==> src/rtl/ra_packetizer_mc.sv <==
// ra_packetizer_mc: multi-channel remote-access packetizer.
// Round-robin flit arbitration with atomic write packets and response reassembly.
module ra_packetizer_mc #(
   parameter int CORE           = 0,
   parameter int CHANNELS       = 2,
   parameter int DATA_WIDTH     = 32,
   parameter int ADDRESS_BITS   = 32,
   parameter int REAL_ADDR_BITS = 16,
   parameter int VC_BITS        = 1,
   parameter int ID_BITS        = 4,
   parameter int EXTRA          = 2,
   parameter int TYPE_BITS      = 2,
   localparam int FLIT_WIDTH    =
      2*ID_BITS+EXTRA+TYPE_BITS+VC_BITS+DATA_WIDTH
) (
   input  logic                           clock,
   input  logic                           reset,
   input  logic [CHANNELS-1:0]            c2n_read,
   input  logic [CHANNELS-1:0]            c2n_write,
   input  logic [CHANNELS*ADDRESS_BITS-1:0] c2n_addr,
   input  logic [CHANNELS*DATA_WIDTH-1:0] c2n_data,
   output logic [CHANNELS*ADDRESS_BITS-1:0] n2c_addr,
   output logic [CHANNELS*DATA_WIDTH-1:0] n2c_data,
   output logic [CHANNELS-1:0]            n2c_valid,
   output logic [CHANNELS-1:0]            n2c_ready,
   output logic [FLIT_WIDTH-1:0]          flit_to_send,
   output logic                           v_send_flit,
   input  logic [FLIT_WIDTH-1:0]          flit_received,
   input  logic                           v_rec_flit,
   input  logic                           ready
);

   localparam int DW     = DATA_WIDTH;
   localparam int AB     = ADDRESS_BITS;
   localparam int VC_LSB = DW;
   localparam int TY_LSB = DW + VC_BITS;
   localparam int SF_LSB = TY_LSB + TYPE_BITS;
   localparam int IDX_W  = (CHANNELS > 1) ? $clog2(CHANNELS) : 1;

   localparam logic [TYPE_BITS-1:0] T_HEAD = TYPE_BITS'(2'b10);
   localparam logic [TYPE_BITS-1:0] T_BODY = TYPE_BITS'(2'b00);
   localparam logic [TYPE_BITS-1:0] T_TAIL = TYPE_BITS'(2'b01);
   localparam logic [TYPE_BITS-1:0] T_ALL  = TYPE_BITS'(2'b11);

   typedef enum logic [1:0] {
      IDLE,
      SEND0,
      SEND1,
      WAIT
   } state_t;

   state_t                state    [CHANNELS];
   state_t                state_nx [CHANNELS];
   logic [FLIT_WIDTH-1:0] head_q   [CHANNELS];
   logic [FLIT_WIDTH-1:0] tail_q   [CHANNELS];
   logic [FLIT_WIDTH-1:0] head_nx  [CHANNELS];
   logic [FLIT_WIDTH-1:0] tail_nx  [CHANNELS];
   logic [CHANNELS-1:0]   is_wr_q;
   logic [CHANNELS-1:0]   accept;
   logic [CHANNELS-1:0]   gnt;
   logic [CHANNELS-1:0]   rx_hit;
   logic [CHANNELS-1:0]   cpl;

   logic [IDX_W-1:0]      last_grant;
   logic [IDX_W-1:0]      grant_idx;
   logic [IDX_W-1:0]      lock_idx;
   logic [IDX_W-1:0]      cand;
   logic                  grant_vld;
   logic                  lock_vld;
   logic [FLIT_WIDTH-1:0] grant_flit;
   logic [AB-1:0]         addr_c;
   logic [ID_BITS-1:0]    dst_c;

   logic [TYPE_BITS-1:0]  rx_type;
   logic [EXTRA-1:0]      rx_sub;
   logic [DW-1:0]         rx_pay;
   logic                  unused_rx;

   assign rx_type = flit_received[TY_LSB +: TYPE_BITS];
   assign rx_sub  = flit_received[SF_LSB +: EXTRA];
   assign rx_pay  = flit_received[DW-1:0];
   assign unused_rx = ^{flit_received[FLIT_WIDTH-1:SF_LSB+EXTRA],
                        flit_received[VC_LSB +: VC_BITS]};

   always_comb begin
      addr_c  = '0;
      dst_c   = '0;
      accept  = '0;
      for (int c = 0; c < CHANNELS; c++) begin
         addr_c = c2n_addr[c*AB +: AB];
         dst_c  = ID_BITS'(addr_c >> REAL_ADDR_BITS);
         accept[c] = (state[c] == IDLE) && (c2n_read[c] || c2n_write[c]);
         head_nx[c] = {ID_BITS'(CORE), dst_c, EXTRA'(c),
                       c2n_write[c] ? T_HEAD : T_ALL,
                       VC_BITS'(0), DW'(addr_c)};
         tail_nx[c] = {ID_BITS'(CORE), dst_c, EXTRA'(c), T_TAIL,
                       VC_BITS'(0), c2n_data[c*DW +: DW]};
      end
   end

   // A channel in SEND1 owns the link until its tail leaves.
   always_comb begin
      grant_vld = 1'b0;
      grant_idx = '0;
      lock_vld  = 1'b0;
      lock_idx  = '0;
      cand      = '0;
      for (int c = 0; c < CHANNELS; c++) begin
         if (state[c] == SEND1) begin
            lock_vld = 1'b1;
            lock_idx = IDX_W'(c);
         end
      end
      if (ready) begin
         if (lock_vld) begin
            grant_vld = 1'b1;
            grant_idx = lock_idx;
         end else begin
            for (int i = 1; i <= CHANNELS; i++) begin
               cand = IDX_W'((int'(last_grant) + i) % CHANNELS);
               if (!grant_vld && state[cand] == SEND0) begin
                  grant_vld = 1'b1;
                  grant_idx = cand;
               end
            end
         end
      end
   end

   assign grant_flit = (state[grant_idx] == SEND1) ?
                       tail_q[grant_idx] : head_q[grant_idx];

   always_comb begin
      gnt       = '0;
      rx_hit    = '0;
      cpl       = '0;
      n2c_ready = '0;
      for (int c = 0; c < CHANNELS; c++) begin
         gnt[c]       = grant_vld && (grant_idx == IDX_W'(c));
         rx_hit[c]    = v_rec_flit && (32'(rx_sub) == CHANNELS + c);
         cpl[c]       = rx_hit[c] &&
                        (rx_type == T_ALL || rx_type == T_TAIL);
         n2c_ready[c] = (state[c] == IDLE);
      end
   end

   always_comb begin
      for (int c = 0; c < CHANNELS; c++) begin
         state_nx[c] = state[c];
         unique case (state[c])
            IDLE:  if (accept[c]) state_nx[c] = SEND0;
            SEND0: if (gnt[c]) state_nx[c] = is_wr_q[c] ? SEND1 : WAIT;
            SEND1: if (gnt[c]) state_nx[c] = WAIT;
            WAIT:  if (cpl[c]) state_nx[c] = IDLE;
            default: state_nx[c] = IDLE;
         endcase
      end
   end

   always_ff @(posedge clock) begin
      if (reset) begin
         for (int c = 0; c < CHANNELS; c++) state[c] <= IDLE;
         last_grant   <= IDX_W'(CHANNELS - 1);
         flit_to_send <= '0;
         v_send_flit  <= 1'b0;
      end else begin
         for (int c = 0; c < CHANNELS; c++) state[c] <= state_nx[c];
         if (grant_vld) last_grant <= grant_idx;
         flit_to_send <= grant_vld ? grant_flit : '0;
         v_send_flit  <= grant_vld;
      end
   end

   always_ff @(posedge clock) begin
      for (int c = 0; c < CHANNELS; c++) begin
         if (accept[c]) begin
            head_q[c]  <= head_nx[c];
            tail_q[c]  <= tail_nx[c];
            is_wr_q[c] <= c2n_write[c];
         end
      end
   end

   always_ff @(posedge clock) begin
      if (reset) begin
         n2c_addr  <= '0;
         n2c_data  <= '0;
         n2c_valid <= '0;
      end else begin
         n2c_valid <= '0;
         for (int c = 0; c < CHANNELS; c++) begin
            if (rx_hit[c]) begin
               case (rx_type)
                  T_ALL: begin
                     n2c_addr[c*AB +: AB] <= AB'(rx_pay);
                     n2c_data[c*DW +: DW] <= '0;
                     n2c_valid[c]         <= 1'b1;
                  end
                  T_HEAD: n2c_addr[c*AB +: AB] <= AB'(rx_pay);
                  T_TAIL: begin
                     n2c_data[c*DW +: DW] <= rx_pay;
                     n2c_valid[c]         <= 1'b1;
                  end
                  T_BODY: ;
                  default: ;
               endcase
            end
         end
      end
   end

endmodule

==> config.mk <==
export PLATFORM = sky130hd
export DESIGN_NAME = ra_packetizer_mc
export DESIGN_NICKNAME = d
export VERILOG_FILES = /design/src/rtl/ra_packetizer_mc.sv
export SDC_FILE = /design/constraint.sdc
export NUM_CORES = 1
export LEC_CHECK = 0
export BUFFER_PORTS_ARGS = -buffer_cell sky130_fd_sc_hd__buf_2
export CORE_MARGIN = 2
export CORE_UTILIZATION = 52
export CTS_BUF_LIST = sky130_fd_sc_hd__clkbuf_8
export DETAILED_ROUTE_END_ITERATION = 16
export PLACE_DENSITY = 0.77
export SYNTH_ARGS = -nofsm -noshare
export SYNTH_HDL_FRONTEND = slang
export SYNTH_SLANG_ARGS = --single-unit
==> constraint.sdc <==
create_clock -name clock -period 3.8 [get_ports clock]
set_input_delay 0.19 -clock clock [delete_from_list [all_inputs] [get_ports clock]]
set_output_delay 0.19 -clock clock [all_outputs]
set_load 0.01 [all_outputs]
==> results by group, run 1 <==
Clock tree
  • Setup Fix Bufs, Post-CTS: 0
  • Deepest clock path buffer count: 3
  • H-tree depth reported by CTS: 2
  • TritonCTS clock tree: built
  • Cts bufs inserted: 49
  • Skew-Pair Late Insertion Delay: 0.56 ns
  • Worst-path clk slew: about 0.060 ns
  • CTS root buf: clkbuf_8
  • Clk sinks: ~310

STA
  • Unrepaired setup endpoints after global routing: false
  • Min Tclk post-route: 2.760 ns
  • Post-Route Setup TNS: 0 ns
  • Finish-stage setup viols: 0
  • Part of the cycle the worst path needs: 72.63%
  • Setup WS post-layout: 1.040 ns
  • Max Transition Viols Final: 0
  • Rel. slew slack: 34.31%
  • Hold Fails Final Rpt: 0
  • Skew final: between 0.02 and 0.025 ns
  • Final hold slack: approximately 0.062 ns
  • Slew @ Worst Pin: between 0.9 and 1 ns
  • Fmax: between 0.3 and 0.4 GHz

Critical path
  • Critical path buffer and inverter count: 2
  • Required @ worst endpoint: 4.22 ns
  • Slowest cell delay on critical path: about 0.60 ns
  • Crit Path Class: reg -> reg
  • Endpoint class of the critical path: flop
  • Crit-path leading delay family: compound AO/OA/AOI/OAI gates
  • Cells along the critical path: inv_1 -> ha_1 -> o21bai_1 -> a311oi_1 -> o21ai_4 -> buf_4 -> o22ai_1
  • Worst setup SP type: flop
  • Critical path arrival: around 3.2 ns
  • Worst path slowest cell: o21ai_4
  • Crit Path Max Fanout: 18

Route
  • Vias: around 9400
  • Post-route ant nets: 0
  • Avg WL per Cell: roughly 19 um
  • Final wirelength: 34570 um
  • Remaining DRCs: 0
  • Drt first pass iters: 5
  • Vias/cell: roughly 5.2
  • Iter 0 DRT Violations: around 630

Power and ir drop
  • Clk pwr share: 29.3%
  • Combinational power share: 22.9%
  • Int Pwr: 6.449 mW
  • Sw Pwr: ~2.8 mW
  • Total Power: just over 9 mW
  • Leak Pwr: ~7 nW
  • Sequential share of power: 47.8%
  • Maximum VDD drop: ~0.32 mV
  • Switch share: between 30 and 40%
  • Power density of the placed cells: slightly below 600 nW/um2

Global route
  • GR Overflow Total: 0
  • Total track usage: ~30%
  • First-pass GRT wire length: 51920 um
  • Pin count of the biggest net entering global routing: 98
  • Vias in the first global route: 9638
  • Initial antenna violation count: 7

Place
  • Post-DP HPWL: 20320 um
  • Dpl ws: ~1.1 ns
  • IO Port Bufs: 343
  • GP Congestion: slightly below 0.9

Die
  • Die width: between 150 and 200 um
  • Die Y: 150.6 um
  • Row cnt: 53
  • Initial core utilization: around 53%
  • Die area: ~23000 um2
  • I/O pins: approximately 360
  • Core Footprint: about 21000 um2

Logic synthesis
  • Synth cell types: 40
  • Primary FF master, synth: dfxtp_1
  • FFs w/ async S/R, synth: 0%
  • Mapped Area: about 11000 um2
  • Sequential-to-total area share from yosys stat: 67.03%
  • EDFF count, synth: 132
  • Yosys warnings: 0
  • FF+latch count, synth: about 310
  • Syn Area/Cell: 11.46 um2
  • Synthesized instance count: 975

Outcome
  • Status: finished, final reports clean

Cells and area
  • Most common cell after layout, fill and taps aside: buf_2
  • Nets: about 1700
  • Layout fillers: between 1000 and 1500
  • Layout cell share with drive strength beyond 1: between 30 and 40%
  • P&R area growth vs syn: 40.62%
  • Area of the multi-input gates: roughly 3400 um2
  • Most frequent cells in the layout: 342 x buf_2, 262 x nand2_1, 176 x dfxtp_1, 163 x dlygate4sd3_1
  • Register area: roughly 7500 um2

Worst hold path
  • Worst Hold Class: in -> reg

Run
  • Max-cap viol count: 0
## worst paths after layout
| path | startpoint | to | slack (ns) | depth (start not counted) |
|---|---|---|---|---|
| min reg2reg | n2c_addr[29]$_SDFFE_PP0P_ | n2c_addr[29]$_SDFFE_PP0P_ | 0.45 | 2 |
| max reg2reg | state[0][0]$_SDFFE_PP0P_ | flit_to_send[1]$_SDFF_PP0_ | 1.04 | 7 |
| max | state[0][0]$_SDFFE_PP0P_ | flit_to_send[1]$_SDFF_PP0_ | 1.04 | 7 |
| min | c2n_read[1] | head_q[1][32]$_DFFE_PP_ | 0.06 | 2 |
## timing repair
item,4_1_cts,5_1_grt
hold endpoints to repair,197,0
hold buffers,163,0
gates resized for setup,0,0
## final cells by class
| class | count | share of cell area, % |
|---|---|---|
| Antenna cell | 7 | 0.1115 |
| Clock buffer | 56 | 4.906 |
| Clock inverter | 33 | 1.067 |
| Inverter | 13 | 0.3106 |
| Multi-Input combinational cell | 595 | 21.59 |
| Sequential cell | 308 | 47.66 |
| Tap cell | 275 | 2.190 |
| Timing Repair Buffer | 520 | 22.16 |
## power by group through the flow
stage / registers [mW] / logic, mW / clock network [mW]
6_report: 4.42 / 2.12 / 2.72
5_1_grt: 4.47 / 2.27 / 2.91
4_1_cts: 4.39 / 2.08 / 2.72
3_5_place_dp: 4.45 / 1.94 / 0
3_3_place_gp: 4.42 / 1.89 / 0
2_1_floorplan: 4.49 / 1.25 / 0
## flip-flops by register name, indices dropped and copies added (netlist names), named ones only
signal	count
last_grant	1
is_wr_q	2
tail_q	67
head_q	63
n2c_valid	2
v_send_flit	1
n2c_data	64
state	4
flit_to_send	39
n2c_addr	64
## Yosys cell counts (2+ instances only)
| master | n | area [um2] |
|---|---|---|
| nor2b_1 | 34 | 212.7 |
| nand2_1 | 262 | 983.4 |
| edfxtp_1 | 132 | 3964 |
| o21ai_0 | 5 | 25.02 |
| inv_1 | 13 | 48.80 |
| buf_4 | 6 | 45.04 |
| or3_1 | 3 | 18.77 |
| clkbuf_1 | 45 | 168.9 |
| dfxtp_1 | 176 | 3523 |
| or2_2 | 3 | 18.77 |
| o31ai_1 | 2 | 15.01 |
| a31oi_1 | 2 | 12.51 |
| o22ai_2 | 27 | 337.8 |
| buf_6 | 4 | 45.04 |
| buf_2 | 8 | 40.04 |
| nand2b_1 | 3 | 18.77 |
| ha_1 | 8 | 100.1 |
| mux2i_1 | 65 | 650.6 |
| nor3_1 | 3 | 15.01 |
| nor2_1 | 13 | 48.80 |
| a21oi_1 | 132 | 660.6 |
| a211oi_1 | 3 | 22.52 |
| o21bai_1 | 2 | 15.01 |
| a211o_1 | 3 | 26.28 |
| o22ai_1 | 5 | 31.28 |
| nand4_1 | 2 | 12.51 |
## per-layer routing
metal | vias to the layer above | GRT usage (%) | part of all wire [%] | wire (um)
met4 | 0 | 11.56 | 3.7 | 1276
met2 | 454 | 53.45 | 52 | 17970
met3 | 94 | 8.455 | 8.5 | 2952
met5 | - | 0 | 0 | 0
li1 | 4387 | - | - | -
met1 | 4444 | 33.34 | 36 | 12370
## kinds of logic (layout without fill, tap and decap cells)
logic type	after synthesis	in the layout	synth area share, %
other	1	13	0.03357
and+or+nand+nor	329	329	12.35
AOI/OAI and AO/OA	187	187	10.72
DFF	308	308	67.03
buffers and inverters	77	622	3.147
adders and majority gates	8	8	0.8961
muxes	65	65	5.824
## per-stage QoR
step,instance area (um2),utilization [%],instances
floorplan,11190,-,980
global placement,13120,62.42,1548
detailed placement,13120,62.42,1548
CTS,15690,74.64,1800
global route,15700,74.70,1805
finish,15710,74.73,1807
Note: power is estimated with default switching activity, not from simulation.
==> inputs of run 2 (changes only) <==
--- a/config.mk
+++ b/config.mk
@@ -5,12 +5,13 @@
 export SDC_FILE = /design/constraint.sdc
 export NUM_CORES = 1
 export LEC_CHECK = 0
+export ABC_AREA = 1
 export BUFFER_PORTS_ARGS = -buffer_cell sky130_fd_sc_hd__buf_2
 export CORE_MARGIN = 2
-export CORE_UTILIZATION = 52
+export CORE_UTILIZATION = 53
 export CTS_BUF_LIST = sky130_fd_sc_hd__clkbuf_8
 export DETAILED_ROUTE_END_ITERATION = 16
-export PLACE_DENSITY = 0.77
+export PLACE_DENSITY = 0.78
 export SYNTH_ARGS = -nofsm -noshare
 export SYNTH_HDL_FRONTEND = slang
 export SYNTH_SLANG_ARGS = --single-unit
==> constraint.sdc (replaced) <==
create_clock -name clock -period 2.6 [get_ports clock]
set_input_delay 0.13 -clock clock [delete_from_list [all_inputs] [get_ports clock]]
set_output_delay 0.13 -clock clock [all_outputs]
set_load 0.01 [all_outputs]
==> run 2 against run 1 <==
Routed wire length rose by 10%. Critical path depth grew 2. Via count grew 18%. Non-clock buffer count is 8 higher. Fmax grew 22%. Synthesized area rose by 5.1%. Combinational power is 68% higher. Synthesized cell count increased by 30%. Utilization shrank 0.13 points. Design area rose by 3.3%. Hold slack worse by 0.020 ns.
==> results by group, run 2 <==
Die
  • Row cnt: 54 (+1.9%)
  • Core Footprint: 21760 um2 (+3.5%)
  • Die area: 23360 um2 (+3.0%)
  • Initial core utilization: 53.96% (+0.82 points)
  • I/O pins: 359 (unchanged)
  • Die Y: 152.8 um (+1.5%)
  • Die width: 152.8 um (+1.5%)

Logic synthesis
  • Count leader, synth: nand2_1
  • Syn Area/Cell: 9.288 um2 (-19%)
  • Sequential-to-total area share from yosys stat: 63.77% (-3.3 points)
  • Yosys warnings: 0 (unchanged)
  • Commonest cells post-synth: 371 x nand2_1, 176 x dfxtp_1, 136 x a21oi_1, 132 x edfxtp_1, 108 x nor2_1
  • FF+latch count, synth: 308 (unchanged)
  • Top post-synthesis cells by area: edfxtp_1 34%, dfxtp_1 30%, nand2_1 12%
  • Synth area leader: edfxtp_1
  • Post-synth top area share: 33.76% (-1.7 points)
  • FFs w/ async S/R, synth: 0% (unchanged)
  • Primary FF master, synth: dfxtp_1
  • Mapped Area: 11740 um2 (+5.1%)
  • Synthesized instance count: 1264 (+30%)
  • Synth cell types: 29 (-28%)
  • EDFF count, synth: 132 (unchanged)

Place
  • Post-DP HPWL: 21290 um (+4.8%)
  • Post-DP Area: 13640 um2 (+3.9%)
  • GP Congestion: 0.8675 (-1.3%)
  • IO Port Bufs: 343 (unchanged)
  • Dpl ws: 0.3929 ns (-0.6841 ns)

Critical path
  • Critical path arrival: 2.74 ns (-0.44 ns)
  • Crit Path Class: reg -> reg
  • RR Startpoint: state[1][0]$_SDFFE_PP0P_
  • Worst path slowest cell: nor2_2
  • Worst r2r path cells: 9 (+2)
  • Endpoint class of the critical path: flop
  • Crit Path Max Fanout: 20 (+2)
  • Required @ worst endpoint: 3.08 ns (-1.14 ns)
  • Worst setup SP type: flop
  • R2r endpoint: flit_to_send[15]$_SDFF_PP0_
  • Reg-to-reg setup timing slack: 0.34 ns (-0.70 ns)
  • Slowest cell delay on critical path: 0.58 ns (-0.02 ns)
  • Cells along the critical path: inv_2 -> ha_1 -> nor2_1 -> nand3_1 -> nand2_1 -> nor2_2 -> buf_4 -> nand2_1 -> nor2_1

Clock tree
  • Worst-path clk slew: 0.07 ns (about the same)
  • Deepest clock path buffer count: 3 (unchanged)
  • H-tree depth reported by CTS: 2 (unchanged)
  • CTS root buf: clkbuf_8
  • Skew-Pair Late Insertion Delay: 0.56 ns (about the same)
  • Clk sinks: 308 (unchanged)
  • TritonCTS clock tree: built
  • Cts bufs inserted: 50 (+2.0%)
  • Post_cts resized: 0 (unchanged)

Route
  • Vias: 11070 (+18%)
  • Post-route ant nets: 0 (unchanged)
  • Drt first pass iters: 5 (unchanged)
  • Remaining DRCs: 0 (unchanged)
  • Avg WL per Cell: 18.29 um (-4.4%)
  • Vias/cell: 5.309 (+2.3%)
  • Final wirelength: 38130 um (+10%)
  • Iter 0 DRT Violations: 861 (+36%)

STA
  • Skew final: 0.01727 ns (-0.005491 ns)
  • Slew @ Worst Pin: 1.201 ns (+0.2156 ns)
  • Post-Route Setup TNS: 0 ns (unchanged)
  • Hold Fails Final Rpt: 0 (unchanged)
  • Unrepaired setup endpoints after global routing: false
  • Max Transition Viols Final: 0 (unchanged)
  • Rel. slew slack: 19.85% (-14 points)
  • Setup WS post-layout: 0.3397 ns (-0.7005 ns)
  • Finish-stage setup viols: 0 (unchanged)
  • Part of the cycle the worst path needs: 86.94% (+14 points)
  • Min Tclk post-route: 2.260 ns (-0.4995 ns)
  • Fmax: 0.4424 GHz (+22%)

Global route
  • Pin count of the biggest net entering global routing: 65 (-34%)
  • GR Overflow Total: 0 (unchanged)
  • Initial antenna violation count: 2 (-5)
  • Vias in the first global route: 11160 (+16%)
  • Total track usage: 31.61% (+1.8 points)
  • First-pass GRT wire length: 59160 um (+14%)

Worst hold path
  • Hold_sp: reset
  • Endpoint, Worst Hold: n2c_data[47]$_SDFFE_PP0P_
  • Worst Hold Class: in -> reg
  • Hold Path Stages: 2 (unchanged)

Power and ir drop
  • Total Power: 13.84 mW (+50%)
  • Power density of the placed cells: 853.0 nW/um2 (+45%)
  • Maximum VDD drop: 0.4765 mV (+50%)
  • Leak Pwr: 7.588 nW (+8.6%)

Cells and area
  • Most frequent cells in the layout: 371 x nand2_1, 342 x buf_2, 176 x dfxtp_1, 163 x dlygate4sd3_1, 136 x a21oi_1
  • Nets: 1953 (+17%)
  • Most common cell after layout, fill and taps aside: nand2_1
  • Util after Layout: 74.60% (-0.13 points)
  • Top flop regs: tail_q x67, n2c_addr x64, n2c_data x64
  • Post-layout instance area: 16230 um2 (+3.3%)
  • P&R area growth vs syn: 38.24%
  • Layout cell share with drive strength beyond 1: 24.68% (-5.5 points)
  • Max reg flops: 67 (unchanged)
  • Register bank with the most flops: tail_q

Outcome
  • Status: finished, final reports clean

Run
  • Max-cap viol count: 0 (unchanged)
==> run 2: cell types whose count changed in the layout (fill, tap and decap cells not counted), moves of 5 or more <==
cell and delta:
o22ai_1 -5, diode_2 -5, mux2i_1 -65, nand3_1 +77, nand3b_1 +30, nor2_1 +98
nand2_1 +109, o21ai_0 +30, nor2b_1 -34, inv_1 +70, o22ai_2 -27
==> run 2: critical path, delay by kind of cell, from the launching register on <==
kind / cells / cell delay [ns]
fa+ha+maj: 1 / 0.24
buf+inv: 2 / 0.53
flops: 1 / 0.37
simple gates: 6 / 1.05
==> run 2: worst max-delay path by stage <==
stage	cells after the start	from	to	slack [ns]
2_1_floorplan	4	state[0][0]$_SDFFE_PP0P_	head_q[0][0]$_DFFE_PP_	0.08
3_3_place_gp	12	state[0][0]$_SDFFE_PP0P_	flit_to_send[30]$_SDFF_PP0_	0.50
3_5_place_dp	12	state[0][0]$_SDFFE_PP0P_	flit_to_send[31]$_SDFF_PP0_	0.39
4_1_cts	11	state[0][0]$_SDFFE_PP0P_	flit_to_send[21]$_SDFF_PP0_	0.34
5_1_grt	12	state[0][0]$_SDFFE_PP0P_	flit_to_send[24]$_SDFF_PP0_	0.14
6_report	9	state[1][0]$_SDFFE_PP0P_	flit_to_send[15]$_SDFF_PP0_	0.34
==> run 2: timing repair <==
action,4_1_cts,5_1_grt
hold buffers,163,0
hold endpoints to repair,254,0
buffers inserted,0,0
==> run 2: through the flow <==
| step | hold WS (ns) | cells |
|---|---|---|
| 2_1_floorplan | 0.2289 | 1269 |
| 3_3_place_gp | 0.3063 | 1829 |
| 3_5_place_dp | 0.3081 | 1829 |
| 4_1_cts | 0.01718 | 2083 |
| 5_1_grt | 0.05394 | 2085 |
| 6_report | 0.04255 | 2085 |
==> run 2: where the power goes <==
group          total [mW]  switching (mW)  internal (mW)  leakage, nW
clock                3.99            1.91           2.08        0.578
combinational        3.56            2.37           1.19         4.30
sequential           6.29           0.271           6.02         2.71
==> run 2: layer usage <==
metal	track usage [%]	vias to the layer above	wire (um)
met2	54.09	674	18710
met5	0	-	0
li1	-	5099	-
met3	8.846	124	3816
met1	36.49	5173	13760
met4	15.92	0	1839
==> run 2: final cells by class <==
type / instances / area [um2]
sequential: 308 / 7487
fill: 1406 / 5527
timing repair buffer: 528 / 3591
multi-input combinational: 789 / 3516
clock buffer: 60 / 825.8
tap: 280 / 350.3
inverter: 87 / 326.6
clock inverter: 31 / 127.6
antenna: 2 / 5.005
==> run 2: cell families after synthesis <==
group / synth area share [%]
fa+ha+maj: 0.8526
simple gates: 21.35
compound gates: 7.535
flops: 63.77
other cells: 0.03194
buf+inv: 6.459
